**config.mk**
```make
export PLATFORM = sky130hd
export DESIGN_NAME = vga_rx
export DESIGN_NICKNAME = d
export VERILOG_FILES = /design/src/rtl/vga_pkg.sv /design/src/rtl/vga_period_meter.sv /design/src/rtl/vga_rx.sv
export SDC_FILE = /design/constraint.sdc
export NUM_CORES = 1
export LEC_CHECK = 0
export CAP_MARGIN = 20
export CORE_ASPECT_RATIO = 1.75
export CORE_UTILIZATION = 52
export DETAILED_ROUTE_END_ITERATION = 8
export PLACE_DENSITY = 0.81
export SLEW_MARGIN = 10
export SYNTH_ARGS = -nofsm -noshare
export SYNTH_HDL_FRONTEND = slang
export SYNTH_SLANG_ARGS = --single-unit
```
**constraint.sdc**
```tcl
create_clock -name CLK -period 3.53 [get_ports CLK]
set_input_delay 0.8825 -clock CLK [delete_from_list [all_inputs] [get_ports CLK]]
set_output_delay 0.8825 -clock CLK [all_outputs]
set_load 0.01 [all_outputs]
```
**src/rtl/vga_pkg.sv**
```systemverilog
// Shared VGA receiver types and default 640x480@60 timing geometry.
package vga_pkg;

   localparam int HDISP_DEF   = 640;
   localparam int VDISP_DEF   = 480;
   localparam int H_TOTAL_DEF = 800;
   localparam int V_TOTAL_DEF = 525;

   typedef struct packed {
      logic [7:0] r;
      logic [7:0] g;
      logic [7:0] b;
   } rgb_t;

   typedef enum logic [1:0] {
      SEARCH,
      MEASURE,
      LOCKED
   } rx_state_t;

endpackage

```
**src/rtl/vga_period_meter.sv**
```systemverilog
// Saturating event counter; on cap_i the period (including a coincident
// enable) is captured into meas_o and the count restarts from zero.
module vga_period_meter #(
   parameter int W = 10
) (
   input  logic         clk_i,
   input  logic         rst_i,
   input  logic         en_i,
   input  logic         cap_i,
   output logic [W-1:0] cap_val_o,
   output logic [W-1:0] meas_o
);

   logic [W-1:0] cnt_q, cnt_d, meas_q, meas_d, inc;

   assign inc       = (cnt_q == '1) ? cnt_q : cnt_q + 1'b1;
   assign cap_val_o = en_i ? inc : cnt_q;
   assign meas_o    = meas_q;

   always_comb begin
      cnt_d  = cnt_q;
      meas_d = meas_q;
      if (cap_i) begin
         meas_d = cap_val_o;
         cnt_d  = '0;
      end else if (en_i) begin
         cnt_d = inc;
      end
   end

   always_ff @(posedge clk_i) begin
      if (rst_i) begin
         cnt_q  <= '0;
         meas_q <= '0;
      end else begin
         cnt_q  <= cnt_d;
         meas_q <= meas_d;
      end
   end

endmodule

```
**src/rtl/vga_rx.sv**
```systemverilog
// VGA raster receiver: registers the port signals, recovers pixel coordinates,
// measures line/frame timing and tracks lock against the expected geometry.
module vga_rx
   import vga_pkg::*;
#(
   parameter int  HDISP   = HDISP_DEF,
   parameter int  VDISP   = VDISP_DEF,
   parameter int  H_TOTAL = H_TOTAL_DEF,
   parameter int  V_TOTAL = V_TOTAL_DEF,
   localparam int HW      = $clog2(H_TOTAL + 1),
   localparam int VW      = $clog2(V_TOTAL + 1)
) (
   input  logic          CLK,
   input  logic          RST,
   input  logic          VGA_HS,
   input  logic          VGA_VS,
   input  logic          VGA_BLANK,
   input  logic [7:0]    VGA_R,
   input  logic [7:0]    VGA_G,
   input  logic [7:0]    VGA_B,
   output logic          pix_valid,
   output logic [HW-1:0] pix_x,
   output logic [VW-1:0] pix_y,
   output logic [23:0]   pix_rgb,
   output logic          frame_start,
   output logic          locked,
   output logic          err,
   output logic [7:0]    err_cnt,
   output logic [HW-1:0] h_meas,
   output logic [VW-1:0] v_meas
);

   localparam logic [HW-1:0] HDISP_W = HW'(HDISP);
   localparam logic [HW-1:0] HTOT_W  = HW'(H_TOTAL);
   localparam logic [VW-1:0] VDISP_W = VW'(VDISP);
   localparam logic [VW-1:0] VTOT_W  = VW'(V_TOTAL);

   logic hs_q, vs_q, blank_q, hs_p_q, vs_p_q, blank_p_q;
   rgb_t rgb_q, rgb_o_q;

   always_ff @(posedge CLK) begin
      if (RST) begin
         hs_q      <= 1'b0;
         vs_q      <= 1'b0;
         blank_q   <= 1'b0;
         hs_p_q    <= 1'b0;
         vs_p_q    <= 1'b0;
         blank_p_q <= 1'b0;
         rgb_q     <= '0;
      end else begin
         hs_q      <= VGA_HS;
         vs_q      <= VGA_VS;
         blank_q   <= VGA_BLANK;
         hs_p_q    <= hs_q;
         vs_p_q    <= vs_q;
         blank_p_q <= blank_q;
         rgb_q     <= '{r: VGA_R, g: VGA_G, b: VGA_B};
      end
   end

   logic hs_fall, vs_fall, run_end;
   assign hs_fall = hs_p_q & ~hs_q;
   assign vs_fall = vs_p_q & ~vs_q;
   assign run_end = blank_p_q & ~blank_q;

   logic [HW-1:0] h_cap;
   logic [VW-1:0] v_cap;

   vga_period_meter #(.W(HW)) u_line (
      .clk_i(CLK), .rst_i(RST), .en_i(1'b1), .cap_i(hs_fall),
      .cap_val_o(h_cap), .meas_o(h_meas)
   );

   vga_period_meter #(.W(VW)) u_frame (
      .clk_i(CLK), .rst_i(RST), .en_i(hs_fall), .cap_i(vs_fall),
      .cap_val_o(v_cap), .meas_o(v_meas)
   );

   logic [HW-1:0] x_q, x_d;
   logic [VW-1:0] y_q, y_d, y_end;

   always_comb begin
      x_d = x_q;
      y_d = y_q;
      if (blank_q) x_d = (x_q == '1) ? x_q : x_q + 1'b1;
      else if (run_end) x_d = '0;
      if (vs_fall) y_d = '0;
      else if (run_end && y_q != '1) y_d = y_q + 1'b1;
   end

   // A run ending on the vs_fall cycle still counts toward the closing frame.
   assign y_end = y_q + VW'(run_end);

   logic h_bad, run_bad, v_bad, any_bad, fbad_q, fbad_d;
   assign h_bad   = hs_fall && (h_cap != HTOT_W);
   assign run_bad = run_end && (x_q != HDISP_W);
   assign v_bad   = vs_fall && ((v_cap != VTOT_W) || (y_end != VDISP_W));
   assign any_bad = h_bad | run_bad | v_bad;
   assign fbad_d  = vs_fall ? 1'b0 : (fbad_q | h_bad | run_bad);

   rx_state_t state_q, state_d;
   logic      err_d;

   always_comb begin
      state_d = state_q;
      err_d   = 1'b0;
      case (state_q)
         SEARCH:  if (vs_fall) state_d = MEASURE;
         MEASURE: if (vs_fall && !fbad_q && !any_bad) state_d = LOCKED;
         LOCKED: begin
            if (any_bad) begin
               state_d = SEARCH;
               err_d   = 1'b1;
            end
         end
         default: state_d = SEARCH;
      endcase
   end

   logic          act;
   logic          pix_valid_q, frame_start_q, err_q;
   logic [HW-1:0] pix_x_q;
   logic [VW-1:0] pix_y_q;
   logic [7:0]    err_cnt_q, err_cnt_d;

   assign act       = blank_q && (state_d == LOCKED);
   assign err_cnt_d = (err_d && err_cnt_q != 8'hFF) ? err_cnt_q + 8'd1 : err_cnt_q;

   always_ff @(posedge CLK) begin
      if (RST) begin
         state_q       <= SEARCH;
         fbad_q        <= 1'b0;
         x_q           <= '0;
         y_q           <= '0;
         pix_valid_q   <= 1'b0;
         frame_start_q <= 1'b0;
         pix_x_q       <= '0;
         pix_y_q       <= '0;
         rgb_o_q       <= '0;
         err_q         <= 1'b0;
         err_cnt_q     <= '0;
      end else begin
         state_q       <= state_d;
         fbad_q        <= fbad_d;
         x_q           <= x_d;
         y_q           <= y_d;
         pix_valid_q   <= act;
         frame_start_q <= act && (x_q == '0) && (y_q == '0);
         pix_x_q       <= x_q;
         pix_y_q       <= y_q;
         rgb_o_q       <= rgb_q;
         err_q         <= err_d;
         err_cnt_q     <= err_cnt_d;
      end
   end

   assign pix_valid   = pix_valid_q;
   assign pix_x       = pix_x_q;
   assign pix_y       = pix_y_q;
   assign pix_rgb     = rgb_o_q;
   assign frame_start = frame_start_q;
   assign locked      = (state_q == LOCKED);
   assign err         = err_q;
   assign err_cnt     = err_cnt_q;

endmodule
```
==> results.md <==
- The setup clock skew after layout is ~9.7 ps.
- In this run the power density over the cells is about 490 nW/µm².
- Setup violations remaining at the end of the flow were counted as 0.
- The synthesis-stage register bit count is ~150.
- Summed over all instances, the cell type with the most area after synthesis is dfxtp_1.
- Counting instances, the worst hold path has a depth of 1.
- The source-to-sink clock delay at the later pin of the worst-skew pair is 420 ps.
- The start point of the critical path is blank_q.
- In this run the critical register-to-register path is launched from blank_q.
- The tool flagged a number of max-cap violations equal to 0.
- The final route contains about 4,600 vias.
- Net switching is between 20% and 30% of the power.
- The mean routed wirelength per cell is between 15 and 20 µm.
- For this configuration, the core starts out at a cell density of 53.7%.
- The DRC violation count after routing is 0.
- After synthesis the cells add up to around 5700 µm².
- Data on the critical path arrives at its endpoint at 3470 ps.
- The total internal power is roughly 2.8 mW.
- The aggregate global routing overflow is 0.
- Measured along the y axis, the die boundary spans between 100 and 150 µm.
- The portion of total power attributed to combinational logic is under 10%.
- The critical path in this run is classified as register to register.
- The async set-or-reset flop fraction in the synthesized netlist is 0%.
- The post-CTS setup buffer count is 0.
- The region available for standard cell placement spans approximately 11,000 µm².
- Synthesis produced a netlist with a net count of 645.
- The root buffer selected by CTS is clkbuf_16.
- The register clock-pin slew on the reported worst setup and hold paths is roughly 60 ps.
- Summing all placed instances gives a cell area of 6840 µm².
- Across the whole layout, storage elements account for between 2000 and 3000 µm².
- The count of final max-slew check failures was 0.
- The fill cell instance count of the final layout is approximately 800.
- Of all nets on the critical path, the largest fanout is 14.
- The worst setup timing slack at the placement stage is 406 ps.
- The worst setup path is captured at a register.
- Derived from the worst setup path, the maximum achievable clock frequency is 316 MHz.
- The worst register-to-register path has a setup slack of roughly 370 ps.
- The setup TNS is 0 ps.
- Setup repair after global routing left no endpoint under its margin.
- In the global route stage, overall resource usage came out at a little under a quarter.
- The count of instances resized after the clock tree is built is 0.
- For this run, the post-layout net count is around 740.
- The initial antenna violation count came to 0.
- The number of cells in the design after placement is a little over 800.
- The time the final worst path needs with I/O delays and setup is 3160 ps.
- The H-tree was split into 4 levels.
- The number of failing hold endpoints at the final stage is 0.
- Entering global routing, the biggest net connects 66 pins.
- The delay contributed by the slowest stage of the critical path is ~400 ps.
- For this run, the leading register cell type out of synthesis is dfxtp_1.
- The overall die width is slightly above 80 µm.
- 0 antenna diodes ended up in the layout.
- Across the VDD grid, the largest voltage drop is around 420 µV.
- The detailed-router iteration count before antenna repair is 5.
- The die area is ~11,000 µm².
- STA classifies the critical path startpoint as a register.
- The number of hold-repair buffers added at the cts stage is 0.
- After floorplanning, the core was divided into 50 placement rows.
- The residual antenna-violating net count after detailed routing is 0.
- Walking the worst path, the cells encountered are nand2b_1 -> inv_1 -> ha_1 -> ha_1 -> nor4b_1 -> o21ai_0 -> a2111oi_2 -> a31oi_1 -> nor4_2 -> buf_4 -> nor4_1 -> mux2_2.
- The count of flip-flops with a built-in enable after synthesis is 0.
- The sequential cell fraction of total power is 47.2%.
- The global-route wire length before repair is between 20,000 and 25,000 µm.
- At the end of routability-driven placement, the weighted congestion stood at a little over 0.9.
- CTS saw 148 sinks.
- The worst path setup slack after routing is 368 ps.
- The clock tree from TritonCTS is yes.
- The cell count of the worst reg-to-reg path is 12.
- The top-level port count is between 100 and 150.
- In the final layout, the multi-input gates occupy roughly 2600 µm².
- The detailed router's first-iteration violation count is 251.
- The number of input and output port buffers inserted is around 100.
- The aggregate routed wire length is 12,800 µm.
- After technology mapping, the gate count stands at roughly 610.
- The post-layout instance area is 7420 µm².
- Of the synthesized area, sequential elements account for around half.
- The run finished with clean final reports.
- The number of global-route vias before repair came to between 4,000 and 5,000.
- Yosys printed 0 warnings.
- In this design, the critical path's most frequently occurring cell is ha_1.
- In this run, the clock network consumes about 48% of the power.
- The layout cell share with drive strength beyond 1 is 8.15%.
- The cell type of the slowest stage on the worst timing path is dfxtp_1.
- The number of clock buffers inserted by TritonCTS is 17.
- The top cell type by area accounts for between 50 and 60% of the synthesized area.
- In the routed layout, each cell is associated on average with a via count of approximately 5.5.
- The half-perimeter wire length after placement is 8940 µm.
- The end point of the critical path is err_cnt[7].
- The worst path uses about nine tenths of the clock period.
- The number of cells in the finished layout apart from fillers is between 800 and 900.
- In this run the tightest slew margin relative to its limit is around 44%.
- The endpoint required time on the critical path is 3840 ps.
- The path class of the tightest hold or removal check is register to register.
- The analysis attributes to cell leakage a power of around 2.8 nW.
- No sink is reached through more buffers than the 2 on the longest clock path.
- Yosys mapped the design onto 58 distinct sky130hd cell types.
- The mean area per synthesized cell is between 9 and 10 µm².
- The endpoint of the worst-slack reg-to-reg timing path is err_cnt[7].
- For this design the total switching power over the nets is between 0.8 and 0.9 mW.
- The area growth from synthesis to layout is 29.1%.
- At the pin with the least slew margin, the transition time is 838 ps.
- Sorting the synthesized cells by area gives the leading types as dfxtp_1 (52%), nor2b_1 (9.2%), nor2_1 (5.0%), nand2_1 (2.3%), a21oi_1 (2.2%).
==> critical path: cells and delay by family (launching register included) <==
| kind | cells | cell delay [ps] |
|---|---|---|
| mux | 1 | 280 |
| buf+inv | 2 | 350 |
| simple gates | 4 | 900 |
| compound gates | 3 | 640 |
| flops | 1 | 400 |
| fa+ha+maj | 2 | 480 |
==> layer usage <==
| layer | track usage (%) | vias to the layer above | part of all wire (%) |
|---|---|---|---|
| li1 | - | 2249 | - |
| met1 | 23.1 | 2172 | 37 |
| met2 | 43.2 | 145 | 55 |
| met3 | 5.44 | 54 | 4.2 |
| met4 | 14.0 | 0 | 4.4 |
| met5 | 0 | - | 0 |
==> Yosys cell counts, types with 4 or more instances <==
cell type / n
nor2_1: 77
clkbuf_1: 29
nand4_1: 13
a21oi_1: 25
a211oi_1: 6
a31oi_1: 6
a21o_1: 4
o21ai_0: 16
nand2b_1: 8
nand3_1: 13
xor2_1: 12
and2_1: 4
or3_1: 6
nor4_1: 6
and4_1: 6
nor4b_1: 5
xnor2_1: 6
mux2i_1: 11
dfxtp_1: 148
nor3b_1: 6
nor2b_1: 84
inv_1: 8
mux2_2: 6
and3_1: 10
nand2_1: 35
nor3_1: 9
ha_1: 10
==> kinds of logic after synthesis <==
logic type | after synthesis | share of synthesized area (%)
AOI/OAI and AO/OA | 73 | 8.61
xor gates and xnor gates | 18 | 2.75
adders and majority gates | 10 | 2.18
buffers and inverters | 42 | 2.92
DFF | 148 | 51.6
muxes | 18 | 3.36
and+or+nand+nor | 297 | 28.6
==> flip-flops by register name, summed over array words and instances (netlist names), 2 cells and up <==
signal	cells
u_frame.meas_o	10
x_q	10
pix_y	10
u_line.cnt_q	10
u_frame.cnt_q	10
pix_rgb	24
pix_x	10
state_q	2
err_cnt	8
u_line.meas_o	10
y_q	10
rgb_q	24
==> how the worst min path moves through the flow <==
stage	from	endpoint
6_report	rgb_q[18]	pix_rgb[18]
5_1_grt	rgb_q[19]	pix_rgb[19]
4_1_cts	rgb_q[18]	pix_rgb[18]
3_5_place_dp	rgb_q[9]	pix_rgb[9]
3_3_place_gp	rgb_q[11]	pix_rgb[11]
2_1_floorplan	rgb_q[0]	pix_rgb[0]
==> stage by stage <==
stage | hold WS [ps] | utilization [%] | power (mW)
floorplan | 414 | - | 1.86
global placement | 417 | 63.9 | 1.94
detailed placement | 425 | 63.9 | 1.95
CTS | 433 | 69.3 | 3.68
global route | 442 | 69.3 | 3.78
finish | 429 | 69.3 | 3.66
==> cells in the final DEF, fill, tap and decap left out, drive strengths merged, types with 5 or more instances in the layout <==
master	instances
inv	16
mux2	7
and3	11
nand3	13
nor4	7
xnor2	6
buf	5
dfxtp	148
a211oi	7
o21ai	17
nor4b	6
and4	7
nor3	10
clkdlybuf4s50	103
nor2b	84
ha	10
clkbuf	18
nor3b	6
a31oi	7
nand4	13
nand2	35
xor2	12
or3	6
nand2b	8
mux2i	11
nor2	77
a21oi	25
==> power by group through the flow <==
stage	clock network, mW	registers, mW	logic, mW
final	1.75	1.73	0.182
after global routing	1.85	1.73	0.198
after CTS	1.77	1.73	0.184
after detailed placement	0	1.77	0.182
after global placement	0	1.76	0.178
after floorplan	0	1.77	0.0939
==> area by class of cell <==
type                    instances  area share, %
flip-flops and latches        148           40.0
inverters                       8          0.405
clock buffers                  18           5.92
well taps                     130           2.19
clock inverters                14           1.89
multi-input cells             416           35.2
repair buffers                108           14.4
Power figures use the tool's default switching activity.
